**src/rtl/resp_router.sv**
```systemverilog
// Return-path router: steers an in-order response stream to the requester port
// that issued each request, using a tag FIFO of accepted-request port IDs.
module resp_router #(
  parameter int unsigned DATA_WIDTH = 64,
  parameter int unsigned PORTS      = 2,
  parameter int unsigned DEPTH      = 4
) (
  input  logic                                clk_in,
  input  logic                                rst_N_in,
  input  logic                                req_fire_in,
  input  logic [$clog2(PORTS)-1:0]            req_id_in,
  output logic                                tag_full_out,
  output logic [$clog2(DEPTH+1)-1:0]          outstanding_out,
  input  logic                                resp_valid_in,
  input  logic [DATA_WIDTH-1:0]               resp_data_in,
  output logic                                resp_ready_out,
  output logic [PORTS-1:0]                    port_valid_out,
  output logic [PORTS-1:0][DATA_WIDTH-1:0]    port_data_out,
  input  logic [PORTS-1:0]                    port_ready_in,
  output logic                                error_out
);

  localparam int unsigned ID_W  = $clog2(PORTS);
  localparam int unsigned CNT_W = $clog2(DEPTH + 1);
  localparam int unsigned PTR_W = $clog2(DEPTH);

  logic [ID_W-1:0]       r_tags [DEPTH];
  logic [PTR_W-1:0]      r_wr_ptr;
  logic [PTR_W-1:0]      r_rd_ptr;
  logic [CNT_W-1:0]      r_count;
  logic                  r_out_valid;
  logic [ID_W-1:0]       r_out_id;
  logic [DATA_WIDTH-1:0] r_out_data;
  logic                  r_error;

  logic                  w_full;
  logic                  w_empty;
  logic                  w_push;
  logic                  w_pop;
  logic                  w_sel_ready;
  logic                  w_drain;
  logic                  w_err_evt;
  logic [ID_W-1:0]       w_head;

  assign w_full  = (r_count == CNT_W'(DEPTH));
  assign w_empty = (r_count == '0);
  assign w_head  = r_tags[r_rd_ptr];

  // Ready of the port owning the held beat; an ID with no matching port drains on its own.
  always_comb begin
    w_sel_ready = 1'b1;
    for (int unsigned i = 0; i < PORTS; i++) begin
      if (r_out_id == ID_W'(i)) begin
        w_sel_ready = port_ready_in[i];
      end
    end
  end

  assign w_drain        = r_out_valid && w_sel_ready;
  assign resp_ready_out = !w_empty && (!r_out_valid || w_sel_ready);
  assign w_pop          = resp_valid_in && resp_ready_out;
  // Full check uses the pre-pop count, so a push at full is dropped even alongside a pop.
  assign w_push         = req_fire_in && !w_full;
  assign w_err_evt      = (req_fire_in && w_full) || (resp_valid_in && w_empty);

  // Tag storage needs no reset: only entries between the pointers are ever read.
  always_ff @(posedge clk_in) begin
    if (w_push) begin
      r_tags[r_wr_ptr] <= req_id_in;
    end
  end

  // FIFO pointers and occupancy.
  always_ff @(posedge clk_in or negedge rst_N_in) begin
    if (!rst_N_in) begin
      r_wr_ptr <= '0;
      r_rd_ptr <= '0;
      r_count  <= '0;
    end else begin
      if (w_push) begin
        r_wr_ptr <= r_wr_ptr + PTR_W'(1);
      end
      if (w_pop) begin
        r_rd_ptr <= r_rd_ptr + PTR_W'(1);
      end
      case ({w_push, w_pop})
        2'b10:   r_count <= r_count + CNT_W'(1);
        2'b01:   r_count <= r_count - CNT_W'(1);
        default: r_count <= r_count;
      endcase
    end
  end

  // One-entry output register; a drain and a load may happen in the same cycle.
  always_ff @(posedge clk_in or negedge rst_N_in) begin
    if (!rst_N_in) begin
      r_out_valid <= 1'b0;
      r_out_id    <= '0;
      r_out_data  <= '0;
    end else if (w_pop) begin
      r_out_valid <= 1'b1;
      r_out_id    <= w_head;
      r_out_data  <= resp_data_in;
    end else if (w_drain) begin
      r_out_valid <= 1'b0;
    end
  end

  // Sticky protocol error.
  always_ff @(posedge clk_in or negedge rst_N_in) begin
    if (!rst_N_in) begin
      r_error <= 1'b0;
    end else if (w_err_evt) begin
      r_error <= 1'b1;
    end
  end

  always_comb begin
    port_valid_out = '0;
    port_data_out  = '0;
    for (int unsigned i = 0; i < PORTS; i++) begin
      port_valid_out[i] = r_out_valid && (r_out_id == ID_W'(i));
      port_data_out[i]  = r_out_data;
    end
  end

  assign tag_full_out    = w_full;
  assign outstanding_out = r_count;
  assign error_out       = r_error;

endmodule

```
**config.mk**
```make
export PLATFORM = sky130hd
export DESIGN_NAME = resp_router
export DESIGN_NICKNAME = d
export VERILOG_FILES = /design/src/rtl/resp_router.sv
export SDC_FILE = /design/constraint.sdc
export NUM_CORES = 1
export LEC_CHECK = 0
export ABC_AREA = 1
export CELL_PAD_IN_SITES_DETAIL_PLACEMENT = 0
export CELL_PAD_IN_SITES_GLOBAL_PLACEMENT = 1
export CORE_ASPECT_RATIO = 0.5
export CORE_MARGIN = 2
export CORE_UTILIZATION = 30
export CTS_BUF_LIST = sky130_fd_sc_hd__clkbuf_8
export DETAILED_ROUTE_END_ITERATION = 7
export GPL_ROUTABILITY_DRIVEN = 0
export HOLD_SLACK_MARGIN = 0.08
export PLACE_DENSITY_LB_ADDON = 0.1
export SYNTH_ARGS = -nofsm -noshare
export SYNTH_HDL_FRONTEND = slang
export SYNTH_SLANG_ARGS = --single-unit
```
**constraint.sdc**
```tcl
create_clock -name clk_in -period 5.98 [get_ports clk_in]
set_clock_uncertainty 0.2 [all_clocks]
set_input_delay 1.196 -clock clk_in [delete_from_list [all_inputs] [get_ports clk_in]]
set_output_delay 1.196 -clock clk_in [all_outputs]
set_load 0.03 [all_outputs]
```
=== Word level (Yosys, flattened, before mapping) ===
Memories as Yosys holds them, arrays and structs flattened. A register that Yosys moved wholly into a read port is not among the register bits.
Cells that the tools add are included.

* Memory bits (writable): 4
* Logic and storage cells: 38
* Input port bits: 71
* Memories: 1
* Register bits after elaboration: 73

{| class="wikitable"
|+ Memories
! memory !! words !! width !! rd ports !! clocked after memory_dff !! write ports !! RTL line !! RTL
|-
| r_tags || 4 || 1 || 1 || 1 || 1 || 27 || <nowiki>logic [ID_W-1:0] r_tags [DEPTH];</nowiki>
|}

* Reduce and logical (&&, ||, !) cells: 17
* Bitwise gates (word level): 1
* Eq/ne operators: 3
* Multiplexer cells: 6
* Add/subtract/negate cells: 4

{| class="wikitable"
|+ Operator list
! operator !! number
|-
| $logic_and A1 B1 Y1 || 8
|-
| $pmux W3 S2 || 1
|-
| $mux W1 || 5
|-
| $add A2 B1 Y2 const B || 2
|-
| $logic_not A1 Y1 || 4
|-
| $reduce_bool A2 Y1 || 2
|-
| $add A3 B1 Y3 const B || 1
|-
| $eq A3 B3 Y1 const B || 1
|-
| $logic_not A3 Y1 || 1
|-
| $sub A3 B1 Y3 const B || 1
|-
| $eq A2 B1 Y1 const B || 1
|-
| $eq A2 B2 Y1 const B || 1
|-
| $logic_or A1 B1 Y1 || 2
|-
| $not A1 Y1 || 1
|}

=== Depth between registers and ports, before layout ===
* Depth in word-level cells: 6
* Depth in mapped cells: 12
* Mapped depth without buffers: 11

=== Least setup slack after synthesis ===
No wires, ideal clock.

* Path kind: in2reg
* Start: input port_ready_in[1]
* End: register r_count[2], in the netlist outstanding_out[2]
* Data arrival time: 2,782 ps
* Library setup time: 79 ps
* Buffers on the path: 1
* Path slack: 2,919 ps
* Stages: 11
* Cell sequence: nand2_1 nand3_2 nand2_1 nor2_2 buf_2 ha_1 inv_1 fa_1 or2_2 nand2_1 xor2_1

* Longest elaborated chain between the ends: 6
* Elaborated cells between the ends (all ways): 8

{| class="wikitable"
|+ RTL lines
! item !! RTL line !! RTL
|-
| start, declared || 19 || <nowiki>input logic [PORTS-1:0] port_ready_in,</nowiki>
|-
| $mux W1 (*) || 53 || <nowiki>if (r_out_id == ID_W'(i)) begin</nowiki>
|-
| $logic_or A1 B1 Y1 (*) || 60 || <nowiki>assign resp_ready_out = !w_empty && (!r_out_valid || w_sel_ready);</nowiki>
|-
| $logic_and A1 B1 Y1 (*) || 60 ||
|-
| $logic_and A1 B1 Y1 (*) || 61 || <nowiki>assign w_pop = resp_valid_in && resp_ready_out;</nowiki>
|-
| net w_pop || 39 || <nowiki>logic w_pop;</nowiki>
|-
| $eq A2 B1 Y1 / $eq A2 B2 Y1 (equally long branches) || 86 || <nowiki>case ({w_push, w_pop})</nowiki>
|-
| $pmux W3 S2 / $reduce_bool A2 Y1 (equally long branches) || n/a ||
|-
| end signal, assigned || 87 || <nowiki>2'b10: r_count <= r_count + CNT_W'(1);</nowiki>
|-
| end signal, assigned || 88 || <nowiki>2'b01: r_count <= r_count - CNT_W'(1);</nowiki>
|-
| end signal, assigned || 89 || <nowiki>default: r_count <= r_count;</nowiki>
|-
| end, declared || 30 || <nowiki>logic [CNT_W-1:0] r_count;</nowiki>
|}

The timed path passes the listed nets; every way through them passes the cells marked *.
A chain may end at the register's enable or synchronous reset.

=== Final worst setup path ===
* Start: input port_ready_in[1]
* End: output resp_ready_out

* Longest elaborated chain between the ends: 3

{| class="wikitable"
|+ RTL lines
! item !! RTL line !! RTL
|-
| $mux W1 || 53 ||
|-
| $logic_or A1 B1 Y1 || 60 ||
|-
| $logic_and A1 B1 Y1 || 60 ||
|-
| end, declared || 16 || <nowiki>output logic resp_ready_out,</nowiki>
|}

Every way passes these cells.

==> impl_metrics.csv <==
group,metric,value,unit
run_status,outcome,"completed",
clock_network,ctsResizeCount,0,
critical_path,cp-end-kind,"output pin",
detailed_routing,drt_iter0_markers,166,
clock_network,clk_latency,0.36,ns
global_routing,grt_max_degree,75,
global_routing,overflow,0,
critical_path,worst-path-stages,6,
die,die_area,0.0131,mm2
critical_path,cp_cell_sequence,"clkdlybuf4s50_1 > nand2_1 > nand3_2 > nand2_1 > inv_1 > clkdlybuf4s50_1",
critical_path,crit_start,"port_ready_in[1]",
critical_path,crit_family,"buffers and inverters",
clock_network,clk_path_buf_depth,2,
sta,tightest_slew,0.955,ns
critical_path,critPathBufInv,3,
finish,areaGrowthSynthToFinish,51.9,%
critical_path,worstSetupEndpoint,"resp_ready_out",
finish,antenna_cells,0,
job,cap_violations,0,
global_routing,antenna_found_initial,0,
placement,place_inst,712,
critical_path,arrival,2.70,ns
detailed_routing,vias_per_cell,3.99,
sta,slew_viol_final,0,
clock_network,clock-root-buffer,"clkbuf_8",
critical_path,r2r_cells,6,
critical_path,crit_slowest_cell,"clkdlybuf4s50_1",
sta,grt_setup_unrepaired,"no",
die,ios,207,
yosys,synth-seq-cells,78,
pwr,ir_worst_vdd,0.000297,V
placement,io_buffer_count,206,
die,die_y,82.0,um
sta,fin_tns_setup,0,ns
critical_path,critPathKind,"primary input to output pin",
sta,setup_viol,0,
die,rows,28,
critical_path,r2r-start,"outstanding_out[1]$_DFFE_PN0P_",
sta,maxSlewHeadroom,36.3,%
clock_network,post-cts-setup-buffers,0,
sta,max_freq,0.244,GHz
detailed_routing,routedWlPerCell,12.7,um
die,core_area,0.0118,mm2
yosys,syn-num-nets,494,
yosys,netlist_instances,417,
yosys,syn_area_per_cell,8.75,um2
critical_path,cp.required,4.58,ns
detailed_routing,drtAntennaViolNets,0,
sta,finalHoldViolCount,0,
clock_network,cts_max_level,3,
finish,stdcell_count,728,
yosys,synthDistinctLibCells,22,
clock_network,cts_made_buffers,9,
critical_path,r2r_setup_slack,3.60,ns
clock_network,cts_hold_buf,0,
yosys,synth-seq-area-share,54.1,%
die,die_w,160,um
critical_path,cp_max_fo,4,
clock_network,cts_tree,"yes",
worst_hold_path,hold_class,"flip-flop to flip-flop",
clock_network,path_clk_slew,0.08,ns
detailed_routing,vias,2906,
critical_path,crit_path_start_kind,"primary input",
pwr,p_leak,2.62,nW
global_routing,grt_pass1_vias,2854,
detailed_routing,drc,0,
global_routing,grt_pass1_wl,14600,um
finish,nets,635,
critical_path,max_stage_delay,0.67,ns
clock_network,clkSinkCount,78,
detailed_routing,drt_pass1_iterations,5,
pwr,p_per_area,670,mW/mm2
yosys,ys_warn_count,0,
global_routing,globalRouteTotalUtil,14.4,%
die,start_util,30.8,%
finish,drive_gt1_share,4.09,%
critical_path,r2r_end,"r_rd_ptr[1]$_DFFE_PN0P_",
detailed_routing,routed_wl,9270,um
sta,period_minus_slack,4.09,ns
sta,period_share,68.5,%
yosys,netlist_area,0.00365,mm2
placement,dp_hpwl,6570,um
worst min path at each step:
stage,startpoint,endpoint,slack (ns),cells after the start
after floorplan,r_rd_ptr[1]$_DFFE_PN0P_,r_rd_ptr[1]$_DFFE_PN0P_,0.31,2
after global placement,error_out$_DFFE_PN0P_,error_out$_DFFE_PN0P_,0.28,2
after detailed placement,r_out_data[29]$_DFFE_PN0P_,r_out_data[29]$_DFFE_PN0P_,0.29,2
after CTS,r_out_data[29]$_DFFE_PN0P_,r_out_data[29]$_DFFE_PN0P_,0.31,2
after global routing,r_out_data[29]$_DFFE_PN0P_,r_out_data[29]$_DFFE_PN0P_,0.33,2
final,r_out_data[26]$_DFFE_PN0P_,r_out_data[26]$_DFFE_PN0P_,0.31,2
layout by cell type (no fill, tap or decap):
master           count
clkbuf_8             9
bufinv_16            1
clkinv_2             2
edfxtp_1             4
nor2_4               1
inv_2                1
buf_4                3
o211ai_1             1
clkdlybuf4s50_1    205
xor2_1               2
clkinvlp_4           3
dfrtp_1             74
nor2_1               9
inv_1               19
fa_1                 1
ha_1                 5
nand3_1              2
nand2_1            209
nand3_2              2
nand4_1              1
xnor2_1              2
or2_2                1
o21ai_0              4
a21oi_1              2
area by class of cell:
cell class              instances  area (um2)
fillers                      1181        6300
repair buffers                208        2070
flip-flops and latches         78        1970
multi-input cells             242        1030
well taps                     165         206
clock buffers                   9         124
inverters                      19        71.3
clock inverters                 7        66.3
cells by family (layout without fill, tap and decap cells):
family / count (synthesis) / after routing / share of synthesized area [%]
simple gates: 225 / 225 / 23.8
buf+inv: 97 / 243 / 17.9
flops: 78 / 78 / 54.1
compound gates: 7 / 7 / 1.03
fa+ha+maj: 6 / 6 / 2.26
xor+xnor: 4 / 4 / 0.961
report_power, final:
| group | internal (W) | leakage [nW] | switching (W) |
|---|---|---|---|
| registers | 0.000781 | 0.940 | 0.000207 |
| clock network | 0.000190 | 0.0924 | 0.000198 |
| logic | 0.000934 | 1.59 | 0.00140 |
registers in the layout (all words and copies together) (netlist names):
register         count
error_out            1
outstanding_out      3
r_out_data          64
r_out_id             1
r_out_valid          1
r_rd_ptr             2
r_tags               4
r_wr_ptr             2
metrics by stage:
step	total power, W	worst slack [ns]	instance area [um2]	utilization [%]	hold WS [ns]
final	0.00371	1.89	5540	46.8	0.306
after global routing	0.00396	1.81	5540	46.8	0.333
after CTS	0.00377	1.88	5540	46.8	0.309
after detailed placement	0.00337	1.89	5350	45.2	0.288
after global placement	0.00335	1.88	5350	45.2	0.285
after floorplan	0.00261	2.92	3650	-	0.308
cells in the mapped netlist:
master	instances	area share, %
dfrtp_1	74	51
buf_4	66	14
nand4_1	1	0.17
inv_1	18	1.9
clkbuf_1	4	0.41
nand3_2	2	0.55
inv_2	1	0.10
ha_1	5	1.7
o211ai_1	1	0.21
o21ai_0	4	0.55
buf_2	3	0.41
xor2_1	2	0.48
nor2_1	9	0.93
fa_1	1	0.55
xnor2_1	2	0.48
a21oi_1	2	0.27
nand3_1	2	0.27
nor2_2	1	0.17
nand2_1	209	22
or2_2	1	0.17
edfxtp_1	4	3.3
buf_6	5	1.5
tightest hold or removal path, stage by stage (launching register included):
cell     delay, ns
dfrtp_1       0.37
nand2_1       0.06
nand2_1       0.05
metal layers:
layer	routed length (um)	global-route usage, %
met3	674	5.25
met1	4120	17.9
met5	0	0
met2	4370	23.9
met4	104	4.50
Note: power is estimated with default switching activity, not from simulation.
